<file path="src/rtl/if_stage_prefetch.sv">
// Instruction-fetch prefetch stage: issues sequential fetches into a small queue
// and flushes it on branch/jump redirects.
module if_stage_prefetch #(
    parameter int                  WORD_LEN = 32,
    parameter int                  DEPTH    = 4,
    parameter logic [WORD_LEN-1:0] RESET_PC = '0
) (
    input  logic                         clk,
    input  logic                         rst,
    input  logic                         freeze,
    input  logic                         branch_taken,
    input  logic [WORD_LEN-1:0]          br_pc,
    input  logic [WORD_LEN-1:0]          branch_offset,
    input  logic                         jump_en,
    input  logic [WORD_LEN-1:0]          jump_target,
    output logic                         imem_req,
    output logic [WORD_LEN-1:0]          imem_addr,
    input  logic                         imem_valid,
    input  logic [WORD_LEN-1:0]          imem_rdata,
    output logic                         inst_valid,
    input  logic                         inst_ready,
    output logic [WORD_LEN-1:0]          inst_data,
    output logic [WORD_LEN-1:0]          inst_pc,
    output logic [$clog2(DEPTH+1)-1:0]   fill_level,
    output logic [1:0]                   state_dbg
);
    localparam int PTR_W = $clog2(DEPTH);
    localparam int CNT_W = $clog2(DEPTH+1);

    typedef enum logic [1:0] {
        S_RESET_WAIT = 2'd0,
        S_RUN        = 2'd1,
        S_REDIRECT   = 2'd2
    } state_t;

    state_t              state_q, state_d;
    logic [WORD_LEN-1:0] fetch_pc_q;
    logic                inflight_q;
    logic [WORD_LEN-1:0] inflight_addr_q;
    logic [CNT_W-1:0]    count_q;
    logic [PTR_W-1:0]    wptr_q, rptr_q;
    logic [WORD_LEN-1:0] q_pc   [DEPTH];
    logic [WORD_LEN-1:0] q_data [DEPTH];

    logic                redirect;
    logic [WORD_LEN-1:0] redirect_pc;
    logic [CNT_W:0]      occupancy;
    logic                room;
    logic                push, pop;

    // Branch wins over jump; shifting the full-width offset keeps its sign in the truncated sum.
    assign redirect    = branch_taken | jump_en;
    assign redirect_pc = branch_taken ? (br_pc + (branch_offset << 2)) : jump_target;

    // A response is only enqueued if its request is still tracked as in flight;
    // reset and redirect forget the in-flight request, which makes its response stale.
    assign occupancy = {1'b0, count_q} + {{CNT_W{1'b0}}, inflight_q};
    assign room      = occupancy < (CNT_W+1)'(DEPTH);
    assign push      = imem_valid & inflight_q & ~redirect;
    // Decode handshake: the head transfers on a cycle where inst_valid and inst_ready are both high.
    assign pop       = (count_q != '0) & inst_ready & ~redirect;

    always_ff @(posedge clk) begin
        if (!rst) state_q <= S_RESET_WAIT;
        else      state_q <= state_d;
    end

    always_comb begin
        state_d = state_q;
        unique case (state_q)
            S_RESET_WAIT: state_d = redirect ? S_REDIRECT : S_RUN;
            S_RUN:        state_d = redirect ? S_REDIRECT : S_RUN;
            S_REDIRECT:   state_d = redirect ? S_REDIRECT : S_RUN;
            default:      state_d = S_RESET_WAIT;
        endcase
    end

    always_comb begin
        imem_req  = 1'b0;
        state_dbg = state_q;
        if (state_q == S_RUN && !freeze && !redirect && room) imem_req = 1'b1;
    end

    always_ff @(posedge clk) begin
        if (!rst) begin
            fetch_pc_q      <= RESET_PC;
            inflight_q      <= 1'b0;
            inflight_addr_q <= '0;
            count_q         <= '0;
            wptr_q          <= '0;
            rptr_q          <= '0;
        end else if (redirect) begin
            fetch_pc_q <= redirect_pc;
            inflight_q <= 1'b0;
            count_q    <= '0;
            wptr_q     <= '0;
            rptr_q     <= '0;
        end else begin
            inflight_q <= imem_req;
            if (imem_req) begin
                inflight_addr_q <= fetch_pc_q;
                fetch_pc_q      <= fetch_pc_q + WORD_LEN'(4);
            end
            if (push) wptr_q <= wptr_q + PTR_W'(1);
            if (pop)  rptr_q <= rptr_q + PTR_W'(1);
            unique case ({push, pop})
                2'b10:   count_q <= count_q + CNT_W'(1);
                2'b01:   count_q <= count_q - CNT_W'(1);
                default: count_q <= count_q;
            endcase
        end
    end

    always_ff @(posedge clk) begin
        if (rst && push) begin
            q_pc[wptr_q]   <= inflight_addr_q;
            q_data[wptr_q] <= imem_rdata;
        end
    end

    assign imem_addr  = fetch_pc_q;
    assign inst_valid = (count_q != '0);
    assign inst_pc    = inst_valid ? q_pc[rptr_q]   : '0;
    assign inst_data  = inst_valid ? q_data[rptr_q] : '0;
    assign fill_level = count_q;

endmodule

</file>
<file path="config.mk">
export PLATFORM = sky130hd
export DESIGN_NAME = if_stage_prefetch
export DESIGN_NICKNAME = d
export VERILOG_FILES = /design/src/rtl/if_stage_prefetch.sv
export SDC_FILE = /design/constraint.sdc
export NUM_CORES = 1
export LEC_CHECK = 0
export BUFFER_PORTS_ARGS = -buffer_cell sky130_fd_sc_hd__buf_2
export CAP_MARGIN = 10
export CORE_AREA = 2 2 160 162
export CTS_BUF_LIST = sky130_fd_sc_hd__clkbuf_4 sky130_fd_sc_hd__clkbuf_8 sky130_fd_sc_hd__clkbuf_16
export CTS_CLUSTER_DIAMETER = 80
export DETAILED_ROUTE_END_ITERATION = 12
export DIE_AREA = 0 0 162 164
export PLACE_DENSITY = 0.84
export SLEW_MARGIN = 20
export SYNTH_ARGS = -nofsm -noshare
export SYNTH_HDL_FRONTEND = slang
export SYNTH_SLANG_ARGS = --single-unit
</file>
<file path="constraint.sdc">
create_clock -name clk -period 7.87 [get_ports clk]
set_input_delay 0.3935 -clock clk [delete_from_list [all_inputs] [get_ports clk]]
set_output_delay 0.3935 -clock clk [all_outputs]
set_load 0.05 [all_outputs]
</file>
==> results of run 1 <==
## cell type report
type / count / area (µm²) / area share (%)
Antenna cell: 2 / 5.00 / 0.0288
Tap cell: 330 / 413 / 2.38
Inverter: 20 / 75.1 / 0.432
Clock buffer: 42 / 901 / 5.18
Sequential cell: 332 / 9210 / 53.0
Clock inverter: 15 / 113 / 0.648
Multi-Input combinational cell: 690 / 5440 / 31.3
Timing Repair Buffer: 242 / 1230 / 7.07
## final timing paths
kind                       startpoint                   to  depth (start not counted)
setup / recovery                 flop          inst_pc[16]                          4
hold / removal         imem_rdata[10]        q_data[0][10]                          1
setup reg to reg        fill_level[0]        fill_level[2]                          9
hold reg to reg   inflight_addr_q[17]  inflight_addr_q[17]                          2
## metal layers
metal / global-route usage [%] / share of wire, %
met3: 5.38 / 8.6
met5: 0 / 0
met4: 7.68 / 2.6
met1: 36.3 / 41
met2: 44.0 / 48
## flip-flops by register name, summed over array words and instances, names as in the netlist, named ones only
| name | cells |
|---|---|
| q_data | 128 |
| imem_addr | 32 |
| state_dbg | 2 |
| inflight_addr_q | 32 |
| inflight_q | 1 |
| q_pc | 128 |
| wptr_q | 2 |
| fill_level | 3 |
| rptr_q | 2 |
## cell families after synthesis
family          synth area share [%]
simple gates                    10.8
flops                           61.5
fa+ha+maj                       3.19
buf+inv                         2.26
compound gates                  9.94
mux                             10.2
xor+xnor                        2.11
## power by group through the flow
stage                     logic (µW)  registers (µW)  clock network, µW
final                            334            1930               1450
after global routing             364            1930               1530
after CTS                        333            1920               1470
after detailed placement         331            1960                  0
after global placement           329            1960                  0
after floorplan                  173            2010                  0
## synthesized netlist by cell type, drive strengths merged, types with 10 or more instances
cell type / instances
xor2: 22
xnor2: 14
inv: 19
nor2: 54
ha: 35
nand4: 16
a21oi: 83
nand3: 16
a31oi: 11
buf: 20
mux4: 64
nand2: 108
clkbuf: 36
a211oi: 17
nor3: 17
dfxtp: 76
and3: 13
a21o: 10
and2: 74
edfxtp: 256
o21ai: 34
## stage by stage
step / cells / utilization (%) / hold WS, ns / total power, µW / setup WS [ns]
2_1_floorplan: 1098 / - / 0.460 / 2180 / 4.81
3_3_place_gp: 1614 / 65.9 / 0.473 / 2290 / 4.56
3_5_place_dp: 1614 / 65.9 / 0.481 / 2290 / 4.55
4_1_cts: 1671 / 70.0 / 0.0415 / 3730 / 4.41
5_1_grt: 1671 / 70.0 / 0.0536 / 3820 / 4.25
6_report: 1673 / 70.0 / 0.0623 / 3710 / 4.49
==> flow_summary.ini, run 1 <==
[run_status]
status = finished clean

[timing]
max_freq_ghz = 0.296
maxSlewHeadroom_pct = 33.1
rsz0062_at_grt = false
skew_ns = 0.00719
period_minus_slack_ns = 3.38
fin_crit_sh_pct = 43.0
maxSlewViolCount = 0
worst_pin_slew_ns = 1.00
final_hold_viol_count = 0
setup_viol = 0
fin_tns_setup_ns = 0

[grt]
antenna_found_initial = 1
grt_pass1_vias = 10021
grt_max_degree = 67
grt_pass1_wl_mm = 55.1
track_usage_pct = 26.6
grt_overflow_total = 0

[logic_synthesis]
synthDominantCellAreaShare_pct = 51.3
ys_seq_elements = 332
yosysTopAreaCell = edfxtp_1
synth_ff_type = edfxtp_1
ys_seq_area_share_pct = 61.5
syn-num-nets = 1270
ys_warn_count = 0
syn_avg_cell_area_um2 = 13.6
ys_types = 78
syn_area_um2 = 15000
syn_inst = 1098
yosys-top-cells-area = edfxtp_1 (51%), dfxtp_1 (10%), mux4_2 (9.6%)
async_flop_share_pct = 0
synth_edf_count = 256

[pwr]
p_leak_uw = 0.00617
p_int_uw = 2840
seqPwrFrac_pct = 51.9
ir_drop_v = 0.000177
combPwrFrac_pct = 9.0
p_switching_uw = 867
clock_power_share_pct = 39.1
swShare_pct = 23.4
p_per_area_nw_per_um2 = 213

[clock_tree]
post-cts-setup-buffers = 0
cts_buffer_depth = 3
clkTransAtPathRegs_ns = 0.06
htree_levels = 1
cts_hold_buf = 0
clk_latency_ns = 0.54
tritoncts = done
cts_root_buf = clkbuf_16
cts_resized = 0
cts_made_buffers = 31
cts.sinks = 332

[setup_path]
endpoint_kind = output pin
critPathMaxFanout = 49
start_kind = flop
r2r_setup_slack_ns = 5.13
cp_top_family = buffers and inverters
worstPathArrival_ns = 2.99
cp_cell_sequence = buf_4, mux4_2, and2_1, buf_2
cp_slowest_cell = buf_4
worstSetupPathType = reg -> out
crit_required_ns = 7.48
critPathBufInv = 2
crit_path_max_incr_delay_ns = 0.81

[place]
gp_congestion = 0.908
dpl_cell_area_um2 = 16400
port_buffers = 235
dp_hpwl_mm = 23.7

[final_layout]
final_common_cell = edfxtp_1
area_growth_pct = 16.1
final_nets = 1489
layout_common_cells = edfxtp_1 (256), buf_2 (235), nand2_1 (108)
fillers = 1749
drive_gt1_share_pct = 29.4
final_area_um2 = 17400

[routing]
via_count = 10052
via_per_inst = 6.01
antenna_left = 0
drc_errors = 0
firstDrtPassIters = 8
initialDrtViolationCount = 1096
wl_per_cell_um = 21.1
wl_mm = 35.3

[floorplanning]
die_w_um = 162
core_um2 = 24800
ios = 238
fp.dieArea_um2 = 26600
initial_utilization_pct = 60.3
die_h_um = 164
rows = 58

[min_path]
hp-class = in -> reg

[job]
drv_cap = 0
(Power assumes the default switching activity.)
==> inputs of run 2 (changes only) <==
CORE_AREA = 2 2 175 177   (was 2 2 160 162)
DIE_AREA = 0 0 177 179   (was 0 0 162 164)
PLACE_DENSITY = 0.75   (was 0.84)
clock period = 2.7 ns   (was 7.87 ns; I/O delays follow)
==> run 2 against run 1 <==
Compared with the run above:
- first-iteration DRC count decreased by 17%
- flip-flop and latch count is the same
- power increased to 2.9 times the previous value
- sequential power rose to 2.9 times the previous value
- design area rose by 5.3%
- sequential share of layout area fell by 2.6 points
- critical path depth grew 1
- highest routed layer unchanged
- setup slack got worse by 4.4 ns
- clock-buffer cell count decreased by 4
==> flow_summary.ini, run 2 (same netlist as run 1, synthesis figures left out) <==
[setup_path]
r2r-end = imem_addr[20]
r2r_setup_slack_ns = 0.39
r2r_start = state_dbg[0]
worstPathArrival_ns = 2.45
reg2reg_depth = 8
start_kind = flop
worstSetupPathType = reg -> out
crit_required_ns = 2.57
critPathMaxFanout = 22
endpoint_kind = output pin

[timing]
period_minus_slack_ns = 2.58
worst_pin_slew_ns = 0.570
fin_tns_setup_ns = 0
maxSlewViolCount = 0
final_hold_viol_count = 0
skew_ns = 0.0295
rsz0062_at_grt = false
hold_ws_ns = 0.0217
max_freq_ghz = 0.387
setup_viol = 0
maxSlewHeadroom_pct = 62.0
fin_crit_sh_pct = 95.6
fin_ws_ns = 0.119

[grt]
track_usage_pct = 23.2
grt_pass1_wl_mm = 57.0
grt_pass1_vias = 10332
grt_max_degree = 66
grt_overflow_total = 0
gr-max-usage-layer = met2
grt_util_met1_pct = 30.3
grt_use_met3_pct = 3.97
use_met2_pct = 39.9
antenna_found_initial = 0

[routing]
initialDrtViolationCount = 911
via_count = 10306
drc_errors = 0
via_per_inst = 5.68
wl_per_cell_um = 20.3
firstDrtPassIters = 6
antenna_left = 0
wl_mm = 36.9

[pwr]
power.total_uw = 10900
p_per_area_nw_per_um2 = 595
ir_drop_v = 0.000431
p_leak_uw = 0.00652

[clock_tree]
cts_made_buffers = 31
tritoncts = done
clk_latency_ns = 0.57
clkTransAtPathRegs_ns = 0.07
cts_root_buf = clkbuf_16
htree_levels = 1
cts.sinks = 332
cts_buffer_depth = 3

[job]
drv_cap = 0

[final_layout]
biggestRegsByFlops = q_data: 128 flops, q_pc: 128 flops
drive_gt1_share_pct = 29.4
final_nets = 1567
final_common_cell = edfxtp_1
diodes = 0
area_growth_pct = 22.2
layout_common_cells = edfxtp_1 (256), buf_2 (235), nand2_1 (108)
final_cells = 1816

[place]
pre_cts_ws_ns = 0.0409
gp_congestion = 0.952
dp_hpwl_mm = 25.8
port_buffers = 235
placed_cells = 1708

[floorplanning]
die_w_um = 177
fp.dieArea_um2 = 31700
rows = 64
die_h_um = 179
core_um2 = 30000
ios = 238
initial_utilization_pct = 49.9

[min_path]
worstHoldPathCells = 5
hp-start = jump_target[12]
hold_end = imem_addr[12]
hp-class = in -> reg

[run_status]
status = finished clean
==> run 2: worst max-delay path, stage by stage (launching register included) <==
cell and delay, ns:
dfxtp_1 0.40, nor2b_1 0.15, nand4_1 0.38, clkinv_2 0.42
buf_4 0.26, buf_2 0.29
==> run 2: timing repair <==
action	CTS	global route
hold buffers	49	0
setup endpoints to repair	0	2
resized for setup	0	1
hold endpoints to repair	145	0
buffers inserted	0	1
==> run 2: area by class of cell <==
cell class,instances,area (µm²)
Tap cell,396,495
Clock inverter,20,165
Fill cell,2377,11700
Inverter,20,76.3
Clock buffer,38,828
Sequential cell,332,9220
Timing Repair Buffer,320,2080
Multi-Input combinational cell,690,5440
==> run 2: worst max path at each step <==
stage               slack (ns)       endpoint         start  cells past startpoint
floorplan                 0.35  imem_addr[30]  imem_addr[4]                      9
global placement          0.09  imem_addr[30]      br_pc[2]                     10
detailed placement        0.04  imem_addr[30]      br_pc[2]                     10
CTS                       0.06    inst_pc[13]          flop                      4
global route              0.02       imem_req  state_dbg[0]                      5
finish                    0.12       imem_req  state_dbg[0]                      5
==> run 2: through the flow <==
| stage | instance area (µm²) | utilization, % |
|---|---|---|
| 4_1_cts | 18300 | 60.8 |
| 6_report | 18300 | 60.9 |
| 3_3_place_gp | 16800 | 55.9 |
| 2_1_floorplan | 15000 | - |
| 3_5_place_dp | 16800 | 55.9 |
| 5_1_grt | 18300 | 60.9 |
==> run 2: layer usage <==
metal | vias to the layer above | wire, µm
li1 | 4820 | -
met1 | 5028 | 15200
met2 | 403 | 18300
met3 | 55 | 2520
met4 | 0 | 958
met5 | - | 0
==> run 2: where the power goes <==
| group | internal (µW) | leakage [µW] | switching [µW] | total [µW] |
|---|---|---|---|---|
| Clock | 2380 | 0.000479 | 1820 | 4200 |
| Sequential | 5510 | 0.00275 | 99.0 | 5610 |
| Combinational | 407 | 0.00329 | 665 | 1070 |
| Total | 8290 | 0.00652 | 2590 | 10900 |
==> inputs of run 3 (changes only) <==
CORE_AREA = 4 4 177 179   (was 2 2 175 177)
DIE_AREA = 0 0 181 183   (was 0 0 177 179)
RECOVER_POWER = 100   (was unset)
==> run 3 against run 2 <==
Compared with the run above:
- critical path depth is the same
- power grew 5.7%
- register-to-register slack lost 0.07 ns
- sequential share of layout area grew 0.36 points
- critical path type unchanged
==> flow_summary.ini, run 3 (same netlist as run 1, synthesis figures left out) <==
[pwr]
seqPwrFrac_pct = 48.6
p_switching_uw = 2620
p_int_uw = 8880
swShare_pct = 22.8
clock_power_share_pct = 42.2
p_leak_uw = 0.00623
p_per_area_nw_per_um2 = 633
combPwrFrac_pct = 9.2
ir_drop_v = 0.000337

[clock_tree]
cts_root_buf = clkbuf_16
clkTransAtPathRegs_ns = 0.07
cts_buffer_depth = 3
post-cts-setup-buffers = 0
cts_made_buffers = 34
cts.sinks = 332
tritoncts = done
clk_latency_ns = 0.51
htree_levels = 2

[final_layout]
ff_latch_area_um2 = 9220
biggestRegsByFlops = q_data: 128 flops, q_pc: 128 flops
diodes = 0
area_growth_pct = 21.3
final_nets = 1561
fillers = 2332
layout_common_cells = edfxtp_1 (256), buf_2 (119), nand2_1 (108)
drive_gt1_share_pct = 24.2
final_common_cell = edfxtp_1
multi_input_area_um2 = 5420

[routing]
wl_mm = 36.6
firstDrtPassIters = 6
via_count = 10173
initialDrtViolationCount = 979
via_per_inst = 5.64
antenna_left = 0
wl_per_cell_um = 20.3
drc_errors = 0

[min_path]
hp-class = in -> reg

[grt]
track_usage_pct = 21.8
grt_pass1_vias = 10358
grt_pass1_wl_mm = 57.6
grt_overflow_total = 0
antenna_found_initial = 2
grt_max_degree = 66

[setup_path]
worstSetupPathType = reg -> out
crit_path_max_incr_delay_ns = 0.42
critPathBufInv = 3
endpoint_kind = output pin
start_kind = flop
critPathMaxFanout = 23
crit_required_ns = 2.57
cp_cell_sequence = nor2b_1, nand4_1, inv_2, buf_4, clkbuf_2
worstPathArrival_ns = 2.38
cp_slowest_cell = inv_2
cp_top_family = buffers and inverters

[floorplanning]
die_h_um = 183
fp.dieArea_um2 = 33100
initial_utilization_pct = 50.6
die_w_um = 181
ios = 238
rows = 63
core_um2 = 29600

[place]
pre_cts_ws_ns = 0.142
port_buffers = 235
gp_congestion = 0.943
dp_hpwl_mm = 25.5

[timing]
fin_tns_setup_ns = 0
period_minus_slack_ns = 2.52
maxSlewHeadroom_pct = 23.5
skew_ns = 0.0165
setup_viol = 0
final_hold_viol_count = 0
rsz0062_at_grt = false
worst_pin_slew_ns = 1.15
max_freq_ghz = 0.397
maxSlewViolCount = 0
fin_ws_ns = 0.180
fin_crit_sh_pct = 93.3

[run_status]
status = finished clean

[job]
drv_cap = 0
-- run 3: cell types whose count changed in the layout (fill, tap and decap cells not counted), moves of 3 or more --
cell,previous run,this run
buf_2,235,119
clkbuf_1,0,77
clkbuf_2,0,53
and2_0,0,14
and2_1,68,56
buf_4,25,15
clkbuf_16,31,38
dlygate4sd3_1,49,42
buf_12,10,4
clkinv_1,8,5
o21ai_0,28,31
-- run 3: what timing repair did --
| action | 4_1_cts | 5_1_grt |
|---|---|---|
| resized for setup | 0 | 0 |
| hold endpoints to repair | 138 | 0 |
| hold buffers | 42 | 0 |
-- run 3: layout make-up --
cell class                      instances  share of cell area (%)
Sequential cell                       332                    50.7
Inverter                               20                   0.413
Clock buffer                           43                    5.44
Tap cell                              390                    2.69
Timing Repair Buffer                  311                    9.75
Clock inverter                         19                    1.14
Multi-Input combinational cell        690                    29.8
-- run 3: power by group through the flow --
stage                     Clock (µW)  Combinational, µW  Sequential [µW]
after detailed placement           0               1020             5700
after global routing            5210               1150             5600
after global placement             0               1020             5700
final                           4860               1060             5590
after CTS                       4950               1070             5590
after floorplan                    0                504             5850
-- run 3: worst min-delay path: cells and delay by family --
| family | cells | cell delay (ns) |
|---|---|---|
| buf+inv | 1 | 0.08 |
| compound gates | 2 | 0.25 |
-- run 3: final timing paths --
kind	start	to	slack (ns)	cells past startpoint
worst min-delay path	jump_target[8]	imem_addr[8]	0.01	3
worst min register to register	inflight_addr_q[10]	inflight_addr_q[10]	0.49	2
worst max register to register	imem_addr[17]	imem_addr[31]	0.32	7
worst max-delay path	state_dbg[0]	imem_req	0.18	5
-- run 3: layer usage --
layer  part of all wire, %  GRT usage, %  vias to the layer above
li1                      -             -                     4807
met1                    41          29.2                     4898
met2                    48          36.6                      406
met3                   7.8          4.84                       58
met4                   2.5          5.70                        4
met5                 0.055             0                        -
-- run 3: stage by stage --
stage	power, µW	cells	hold WS, ns	area [µm²]	utilization, %
2_1_floorplan	6350	1098	0.234	15000	-
3_3_place_gp	6710	1701	0.349	16700	56.7
3_5_place_dp	6720	1701	0.353	16700	56.7
4_1_cts	11600	1805	0.000227	18400	62.1
5_1_grt	12000	1805	0.0187	18200	61.5
6_report	11500	1805	0.0121	18200	61.5
